--- config.mk ---
export PLATFORM = sky130hd
export DESIGN_NAME = ks_mw_add_seq
export DESIGN_NICKNAME = d
export VERILOG_FILES = /design/src/rtl/ks_mw_pkg.sv /design/src/rtl/ks_add32_cin.sv /design/src/rtl/ks_mw_add_seq.sv
export SDC_FILE = /design/constraint.sdc
export NUM_CORES = 1
export LEC_CHECK = 0
export CAP_MARGIN = 20
export CORE_ASPECT_RATIO = 1.25
export CORE_MARGIN = 2
export CORE_UTILIZATION = 49
export DETAILED_ROUTE_END_ITERATION = 16
export PLACE_DENSITY_LB_ADDON = 0.15
export SYNTH_ARGS = -nofsm -noshare
export SYNTH_HDL_FRONTEND = slang
export SYNTH_SLANG_ARGS = --single-unit
--- constraint.sdc ---
create_clock -name clk -period 4.7 [get_ports clk]
set_input_delay 0.47 -clock clk [delete_from_list [all_inputs] [get_ports clk]]
set_output_delay 0.47 -clock clk [all_outputs]
set_load 0.1 [all_outputs]
--- src/rtl/ks_mw_pkg.sv ---
// ks_mw_pkg: shared types and constants for the multi-word Kogge-Stone add/subtract sequencer.
//   WORD_W  - datapath word width
//   IDX_W   - width of the per-operation word index
//   state_e - sequencer state
//   beat_t  - one registered result beat
package ks_mw_pkg;

    localparam int unsigned WORD_W = 32;
    localparam int unsigned IDX_W  = 8;

    typedef enum logic [0:0] {
        StIdle,
        StActive
    } state_e;

    typedef struct packed {
        logic [WORD_W-1:0] sum;
        logic [IDX_W-1:0]  idx;
        logic              last;
        logic              carry;
        logic              ovf;
        logic              err;
    } beat_t;

endpackage

--- src/rtl/ks_add32_cin.sv ---
// ks_add32_cin: combinational 32-bit Kogge-Stone adder with carry-in.
//   a, b  - operands
//   cin   - carry into bit 0
//   sum   - a + b + cin (low 32 bits)
//   cout  - carry out of bit 31
//   c31   - carry into bit 31 (for signed-overflow detection)
module ks_add32_cin
    import ks_mw_pkg::*;
(
    input  logic [WORD_W-1:0] a,
    input  logic [WORD_W-1:0] b,
    input  logic              cin,
    output logic [WORD_W-1:0] sum,
    output logic              cout,
    output logic              c31
);

    localparam int unsigned Levels = $clog2(WORD_W);

    // Black cell: combines generate and propagate of two adjacent groups.
    function automatic logic [1:0] black_cell(logic gh, logic ph, logic gl, logic pl);
        return {gh | (ph & gl), ph & pl};
    endfunction

    // Grey cell: group reaches bit 0, so only the generate is needed.
    function automatic logic grey_cell(logic gh, logic ph, logic gl);
        return gh | (ph & gl);
    endfunction

    logic [WORD_W-1:0] p0;
    logic [WORD_W-1:0] g;
    logic [WORD_W-1:0] p;

    always_comb begin
        // pg cells
        p0 = a ^ b;
        g  = a & b;
        p  = p0;
        // Fold cin into bit 0's generate so every prefix ending at bit 0 includes it.
        g[0] = g[0] | (p0[0] & cin);
        for (int lvl = 0; lvl < int'(Levels); lvl++) begin
            // Walk downward so g[i-dist]/p[i-dist] still hold the previous level.
            for (int i = int'(WORD_W) - 1; i >= 0; i--) begin
                if (i >= (2 << lvl)) begin
                    {g[i], p[i]} = black_cell(g[i], p[i], g[i-(1<<lvl)], p[i-(1<<lvl)]);
                end else if (i >= (1 << lvl)) begin
                    g[i] = grey_cell(g[i], p[i], g[i-(1<<lvl)]);
                end
                // Lower positions are buffer cells: value passes through unchanged.
            end
        end
    end

    // g[i] is now the carry out of bit i.
    assign sum  = p0 ^ {g[WORD_W-2:0], cin};
    assign cout = g[WORD_W-1];
    assign c31  = g[WORD_W-2];

endmodule

--- src/rtl/ks_mw_add_seq.sv ---
// ks_mw_add_seq: multi-word add/subtract sequencer around a 32-bit Kogge-Stone core.
// Operand words arrive least-significant first; the carry is chained between beats and
// one registered sum word is emitted per accepted beat (1-cycle latency).
//   clk, rst_n                - clock, async active-low reset
//   in_valid/in_ready         - operand handshake
//   in_a, in_b                - operand words
//   in_first, in_last, in_sub - operation framing and subtract select (first beat)
//   out_valid/out_ready       - result handshake
//   out_sum, out_idx          - result word and its index within the operation
//   out_last, out_carry       - final-word flag, carry out of this word
//   out_ovf, out_err          - signed overflow (last beat only), sequencing error
//   ops_done                  - completed-operation counter (wraps)
module ks_mw_add_seq
    import ks_mw_pkg::*;
#(
    parameter int unsigned MAX_WORDS = 8,
    parameter int unsigned CNT_W     = 16
) (
    input  logic              clk,
    input  logic              rst_n,
    input  logic              in_valid,
    output logic              in_ready,
    input  logic [WORD_W-1:0] in_a,
    input  logic [WORD_W-1:0] in_b,
    input  logic              in_first,
    input  logic              in_last,
    input  logic              in_sub,
    output logic              out_valid,
    input  logic              out_ready,
    output logic [WORD_W-1:0] out_sum,
    output logic [IDX_W-1:0]  out_idx,
    output logic              out_last,
    output logic              out_carry,
    output logic              out_ovf,
    output logic              out_err,
    output logic [CNT_W-1:0]  ops_done
);

    localparam logic [IDX_W-1:0] LastIdx = IDX_W'(MAX_WORDS - 1);

    state_e            state_q, state_d;
    logic [IDX_W-1:0]  idx_q, idx_d;
    logic              carry_q, carry_d;
    logic              sub_q, sub_d;
    beat_t             out_q, out_d;
    logic              out_valid_q, out_valid_d;
    logic [CNT_W-1:0]  ops_q, ops_d;

    logic              accept;
    logic              start;
    logic              seq_err;
    logic              sub_eff;
    logic              cin;
    logic [WORD_W-1:0] b_eff;
    logic [IDX_W-1:0]  idx_cur;
    logic              forced;
    logic              last;
    logic [WORD_W-1:0] sum;
    logic              cout;
    logic              c31;

    // Single output register: a new beat may enter whenever the held one leaves.
    assign in_ready = !out_valid_q || out_ready;
    assign accept   = in_valid && in_ready;

    always_comb begin
        // Any beat in IDLE, or an in_first beat in ACTIVE, is treated as a first beat.
        start   = (state_q == StIdle) || in_first;
        seq_err = (state_q == StIdle) ? !in_first : in_first;
        sub_eff = start ? in_sub : sub_q;
        cin     = start ? in_sub : carry_q;
        b_eff   = sub_eff ? ~in_b : in_b;
        idx_cur = start ? '0 : idx_q;
        forced  = !start && (idx_q == LastIdx) && !in_last;
        last    = in_last || forced;
    end

    ks_add32_cin u_add (
        .a    (in_a),
        .b    (b_eff),
        .cin  (cin),
        .sum  (sum),
        .cout (cout),
        .c31  (c31)
    );

    always_comb begin
        state_d     = state_q;
        idx_d       = idx_q;
        carry_d     = carry_q;
        sub_d       = sub_q;
        out_d       = out_q;
        out_valid_d = out_valid_q;
        ops_d       = ops_q;
        if (accept) begin
            state_d     = last ? StIdle : StActive;
            idx_d       = idx_cur + IDX_W'(1);
            carry_d     = cout;
            sub_d       = sub_eff;
            out_valid_d = 1'b1;
            out_d.sum   = sum;
            out_d.idx   = idx_cur;
            out_d.last  = last;
            out_d.carry = cout;
            out_d.ovf   = last & (c31 ^ cout);
            out_d.err   = seq_err | forced;
            if (last) begin
                ops_d = ops_q + CNT_W'(1);
            end
        end else if (out_ready) begin
            out_valid_d = 1'b0;
        end
    end

    always_ff @(posedge clk or negedge rst_n) begin
        if (!rst_n) begin
            state_q     <= StIdle;
            idx_q       <= '0;
            carry_q     <= 1'b0;
            sub_q       <= 1'b0;
            out_q       <= '0;
            out_valid_q <= 1'b0;
            ops_q       <= '0;
        end else begin
            state_q     <= state_d;
            idx_q       <= idx_d;
            carry_q     <= carry_d;
            sub_q       <= sub_d;
            out_q       <= out_d;
            out_valid_q <= out_valid_d;
            ops_q       <= ops_d;
        end
    end

    assign out_valid = out_valid_q;
    assign out_sum   = out_q.sum;
    assign out_idx   = out_q.idx;
    assign out_last  = out_q.last;
    assign out_carry = out_q.carry;
    assign out_ovf   = out_q.ovf;
    assign out_err   = out_q.err;
    assign ops_done  = ops_q;

endmodule
Word-level counts from Yosys, hierarchy flattened
Cells that the tools add are included.

storage, ports and cells
  register bits = 71
  output and inout bits = 62
  word-level logic and storage cells = 400

cells by class
  add/sub/neg operators = 2
  equality and inequality tests = 1
  mux-type cells = 8
  bitwise operators = 366
  reduce and logical (&&, ||, !) cells = 12

operators with widths
  cell                   number
  $and 1x1->1            229
  $or 1x1->1             131
  $xor 32x32->32         2
  $and 32x32->32         1
  $mux 32                1
  $not 32->32            1
  $add 16x1->16 const B  1
  $add 8x1->8 const B    1
  $eq 8x3->1 const B     1
  $mux 8                 1
  $mux 1                 6
  $logic_not 1->1        4
  $logic_and 1x1->1      3
  $logic_or 1x1->1       3
  $reduce_and 2->1       1
  $reduce_bool 2->1      1
  $not 1->1              1
  $xor 1x1->1            1

Depth between registers and ports, before layout
  depth after elaboration = 19
  mapped depth = 17

Modules after synthesis
Synthesis repeated with hierarchy kept, for this count alone.

second synthesis, totals
  cell total of the unflattened synthesis = 606
  area, all modules = 5228.8 µm²

by module, submodules not included
  module         instances  cells each  area an instance (µm²)  seq. area each (µm²)
  ks_mw_add_seq  1          352         3388.2                  1776.7
  ks_add32_cin   1          254         1840.5                  0.0

Least setup slack after synthesis
No wires, ideal clock.

  path type = input-to-reg
  start = in in_first
  end = reg out_q (netlist bit out_ovf)
  library setup time = 69 ps
  arrival = 4418 ps
  data required time = 4631 ps
  slack = 212 ps
  stages = 17
  buffers on the path = 2
  cells stage by stage = inv_1 -> ha_1 -> clkbuf_1 -> mux2i_1 -> clkbuf_1 -> xnor2_1 -> fa_1 -> fa_1 -> a211o_1 -> o211ai_2 -> a21oi_1 -> a21o_1 -> o21ai_2 -> o21ai_2 -> a41o_1 -> a2111o_1 -> nand3_1

on the way
  longest elaborated chain between the ends = 18
  elaborated cells between the ends (all ways) = 188
  those cells by class = mux: 3; bitwise: 180; reduce/logical: 5

ends and longest elaborated chain
  element                 line                  RTL
  start: declaration      ks_mw_add_seq.sv:25   input logic in_first,
  $logic_or 1x1->1 *      ks_mw_add_seq.sv:68   start = (state_q == StIdle) || in_first;
  $mux 1                  ks_mw_add_seq.sv:70   sub_eff = start ? in_sub : sub_q;
  $mux 32                 ks_mw_add_seq.sv:72   b_eff = sub_eff ? ~in_b : in_b;
  $xor 32x32->32          ks_add32_cin.sv:36    p0 = a ^ b;
  $and 1x1->1             ks_add32_cin.sv:40    g[0] = g[0] | (p0[0] & cin);
  $or 1x1->1              ks_add32_cin.sv:40
  $and 1x1->1             ks_add32_cin.sv:27    return gh | (ph & gl);
  $or 1x1->1              ks_add32_cin.sv:27
  [2 not listed]          --
  $and 1x1->1             ks_add32_cin.sv:27
  $or 1x1->1              ks_add32_cin.sv:27
  $and 1x1->1             ks_add32_cin.sv:27
  $or 1x1->1              ks_add32_cin.sv:27
  $and 1x1->1             ks_add32_cin.sv:27
  $or 1x1->1              ks_add32_cin.sv:27
  $xor 1x1->1             ks_mw_add_seq.sv:105  out_d.ovf = last & (c31 ^ cout);
  $and 1x1->1 *           ks_mw_add_seq.sv:105
  end signal: assignment  ks_mw_add_seq.sv:129  out_q <= out_d;
  end: declaration        ks_mw_add_seq.sv:45   beat_t out_q, out_d;

Mark *: on every way between the ends. The rest lies on a longest branch, timed or not.
A chain may end at the register's enable or synchronous reset.

Final worst setup path
Ends and elaborated chain as after synthesis.

==> metrics <==
status finished, final reports clean; TritonCTS buffer count 9; Req. time, crit path 4900 ps; Detailed Route WL 12160 um; Primary FF master, synth dfrtp_1; top cells by area, synth dfrtp_1 37%, xnor2_1 10%, ha_1 8.8%, nand2_1 6.5%, o21ai_0 3.8%; die area 10700 um2; DRC Markers 0; cell taking the most area after synthesis dfrtp_1; synthesized cell area 4845 um2; Post-synth EDFFs 0; Nets 763; RSZ-0062 raised after global routing false; Worst Tran Pin Value 1002 ps; vias in the first global route 4318; Max Fclk 0.2508 GHz; crit-path cells clkdlybuf4s50_1 > inv_1 > ha_1 > mux2i_4 > buf_4 > xnor2_1 > ha_1 > nand3_1 > nor2_1 > a211oi_1 > nand3b_1 > o2111ai_1 > a31oi_1 > o221ai_2 > a2111o_1 > nand3_1; endpoints failing setup 0; critical path's largest stage delay 400 ps; Starting Density 50.42%; CP Class in -> reg; CP arrival 4190 ps; Static Leakage 2.867 nW; Post-Synthesis Cells 532; PortBufs 132; clock tree from TritonCTS done; crit path max fanout 18; first-pass GRT wire length 19830 um; Ys Warns 0; part of the cycle the worst path needs 84.84%; number of synthesized register bits 71; Synth top area share 36.67%; Total Neg Setup Slack 0 ps; Final ANT Viol Nets 0; Min Clock Period, post-route 3987 ps; grt ovf 0; CP endpoint kind flip-flop; Die Span Y 115.2 um; H-tree level count 3; Vias/cell 5.536; core area 9609 um2; syn nets 639; row cnt 40; DR WL met2 6341 um; Max Buffers Root-to-Sink 2; Ports 133; synth unique cells 63; GP Congestion 0.8914; Worst IR Drop VDD 0.0003270 V; Hold Buf Count CTS 0; met3 WL 617 um; Clock Latency Late Sink 330 ps; buffer count from post-CTS setup fixing 0; Seq/Total Area, Yosys 36.67%; CTS Root Cell clkbuf_16; crit path launch type input pin; Pins Over Slew Limit 0; Synth async-reset ratio 100.0%; initial antenna violation count 0; final hold vios 0; Worst Skew 5.723 ps; Global Route Usage Sum 23.44%; Clock Sinks 71; Avg Synthesized Cell Area 9.106 um2; M1 WL 4770 um; Top Metal Used met4; Iter 0 DRT Violations 146; CTS clk-pin slew, worst paths 60 ps; CTS resizes 0; detailed placement HPWL 9269 um; final core occ 68.23%; CP max stage cell clkdlybuf4s50_1; Cell Pwr Density 568.0 nW/um2; max-cap viol count 0; worst hold path class in -> async; P&R area growth vs syn 35.33%; ant diodes 0; DR vias 4357; drt wl/cell 15.45 um; Die Span X 92.94 um; Pre-Repair DR Iteration Count 4; largest net degree at the start of global routing 72; share of cells above drive strength 1 6.203%; max_slew headroom 33.01%
Yosys cell counts (10+ instances only):
cell,instances
xnor2_1,57
nand2_1,84
dfrtp_1,71
o21ai_0,37
nand3_1,23
a21oi_1,28
nand4_1,10
xor2_1,16
ha_1,34
nor2_1,13
inv_1,15
clkbuf_1,15
a21o_1,14
through the flow:
step | setup WS [ps] | std cells | cell area, um2 | total power [W] | hold slack, ps
global placement | 476.9 | 771 | 6264 | 0.003022 | 449.4
CTS | 696.3 | 787 | 6556 | 0.003742 | 304.0
floorplan | 212.5 | 532 | 4845 | 0.002512 | 174.4
global route | 451.9 | 787 | 6556 | 0.003897 | 333.5
detailed placement | 380.3 | 771 | 6264 | 0.003052 | 455.1
finish | 712.5 | 787 | 6556 | 0.003724 | 251.3
final cells by class:
type | instances | area, um2
Fill cell | 791 | 3053
Sequential cell | 71 | 1777
Multi-Input combinational cell | 423 | 2924
Clock buffer | 13 | 250.2
Clock inverter | 3 | 42.54
Tap cell | 126 | 157.7
Inverter | 15 | 56.30
Timing Repair Buffer | 136 | 1349
cells by family (layout without fill, tap and decap cells):
logic type	after synthesis	after routing	synth area share [%]
multiplexers	7	7	1.575
adder cells (fa/ha/maj)	36	36	9.608
buffers and inverters	38	167	3.228
flip-flops	71	71	36.67
AO/OA/AOI/OAI	132	132	17.64
AND/OR/NAND/NOR	175	175	18.08
XOR/XNOR	73	73	13.20
flip-flops by register name (all words and copies together), names as in the netlist:
| name | flops |
|---|---|
| sub_q | 1 |
| out_valid | 1 |
| ops_done | 16 |
| out_ovf | 1 |
| out_err | 1 |
| out_last | 1 |
| out_idx | 8 |
| state_q | 1 |
| out_sum | 32 |
| idx_q | 8 |
| out_carry | 1 |
layout by cell type (no fill, tap or decap), types with 5 or more instances in the layout:
| cell | instances |
|---|---|
| ha_1 | 34 |
| nor3_1 | 7 |
| inv_1 | 15 |
| nor2_1 | 13 |
| a31oi_1 | 5 |
| buf_4 | 5 |
| and2_1 | 8 |
| a21oi_1 | 28 |
| xor2_1 | 16 |
| nand3_1 | 23 |
| dfrtp_1 | 71 |
| a21o_1 | 14 |
| nand4_1 | 10 |
| clkdlybuf4s50_1 | 131 |
| mux2_2 | 5 |
| o31ai_1 | 6 |
| a211oi_1 | 5 |
| and3_1 | 5 |
| o21ai_0 | 37 |
| o21ai_1 | 5 |
| nand2_1 | 84 |
| xnor2_1 | 57 |
| clkbuf_16 | 9 |
worst max-delay path: cells and delay by family:
kind                       cells  cell delay, ps
AOI/OAI and AO/OA              5            1390
buffers and inverters          3             800
adders and majority gates      2             600
and+or+nand+nor                4             490
muxes                          1             290
xor gates and xnor gates       1             160
where the power goes:
part | leakage [nW] | internal [W] | switching (W)
clock network | 0.140 | 0.000425 | 0.000254
registers | 0.909 | 0.000756 | 0.000114
logic | 1.82 | 0.000614 | 0.00156
final timing paths:
check	from	end	slack [ps]	cells after the start
setup / recovery	in_first	out_ovf$_DFFE_PN0P_	710	16
hold / removal	rst_n	idx_q[6]$_DFFE_PN0P_	250	1
setup reg to reg	state_q$_DFFE_PN0P_	out_ovf$_DFFE_PN0P_	980	14
hold reg to reg	out_idx[3]$_DFFE_PN0P_	out_idx[3]$_DFFE_PN0P_	460	2
max in group asynchronous	rst_n	out_sum[31]$_DFFE_PN0P_	3840	1
min in group clk	out_idx[3]$_DFFE_PN0P_	out_idx[3]$_DFFE_PN0P_	460	2
layer usage:
| layer | global-route usage (%) | vias to the layer above |
|---|---|---|
| met1 | 26.74 | 2040 |
| li1 | - | 2136 |
| met3 | 3.014 | 33 |
| met2 | 42.32 | 148 |
| met4 | 12.94 | 0 |
| met5 | 0 | - |
No activity file was read; power rests on OpenSTA's default activity.
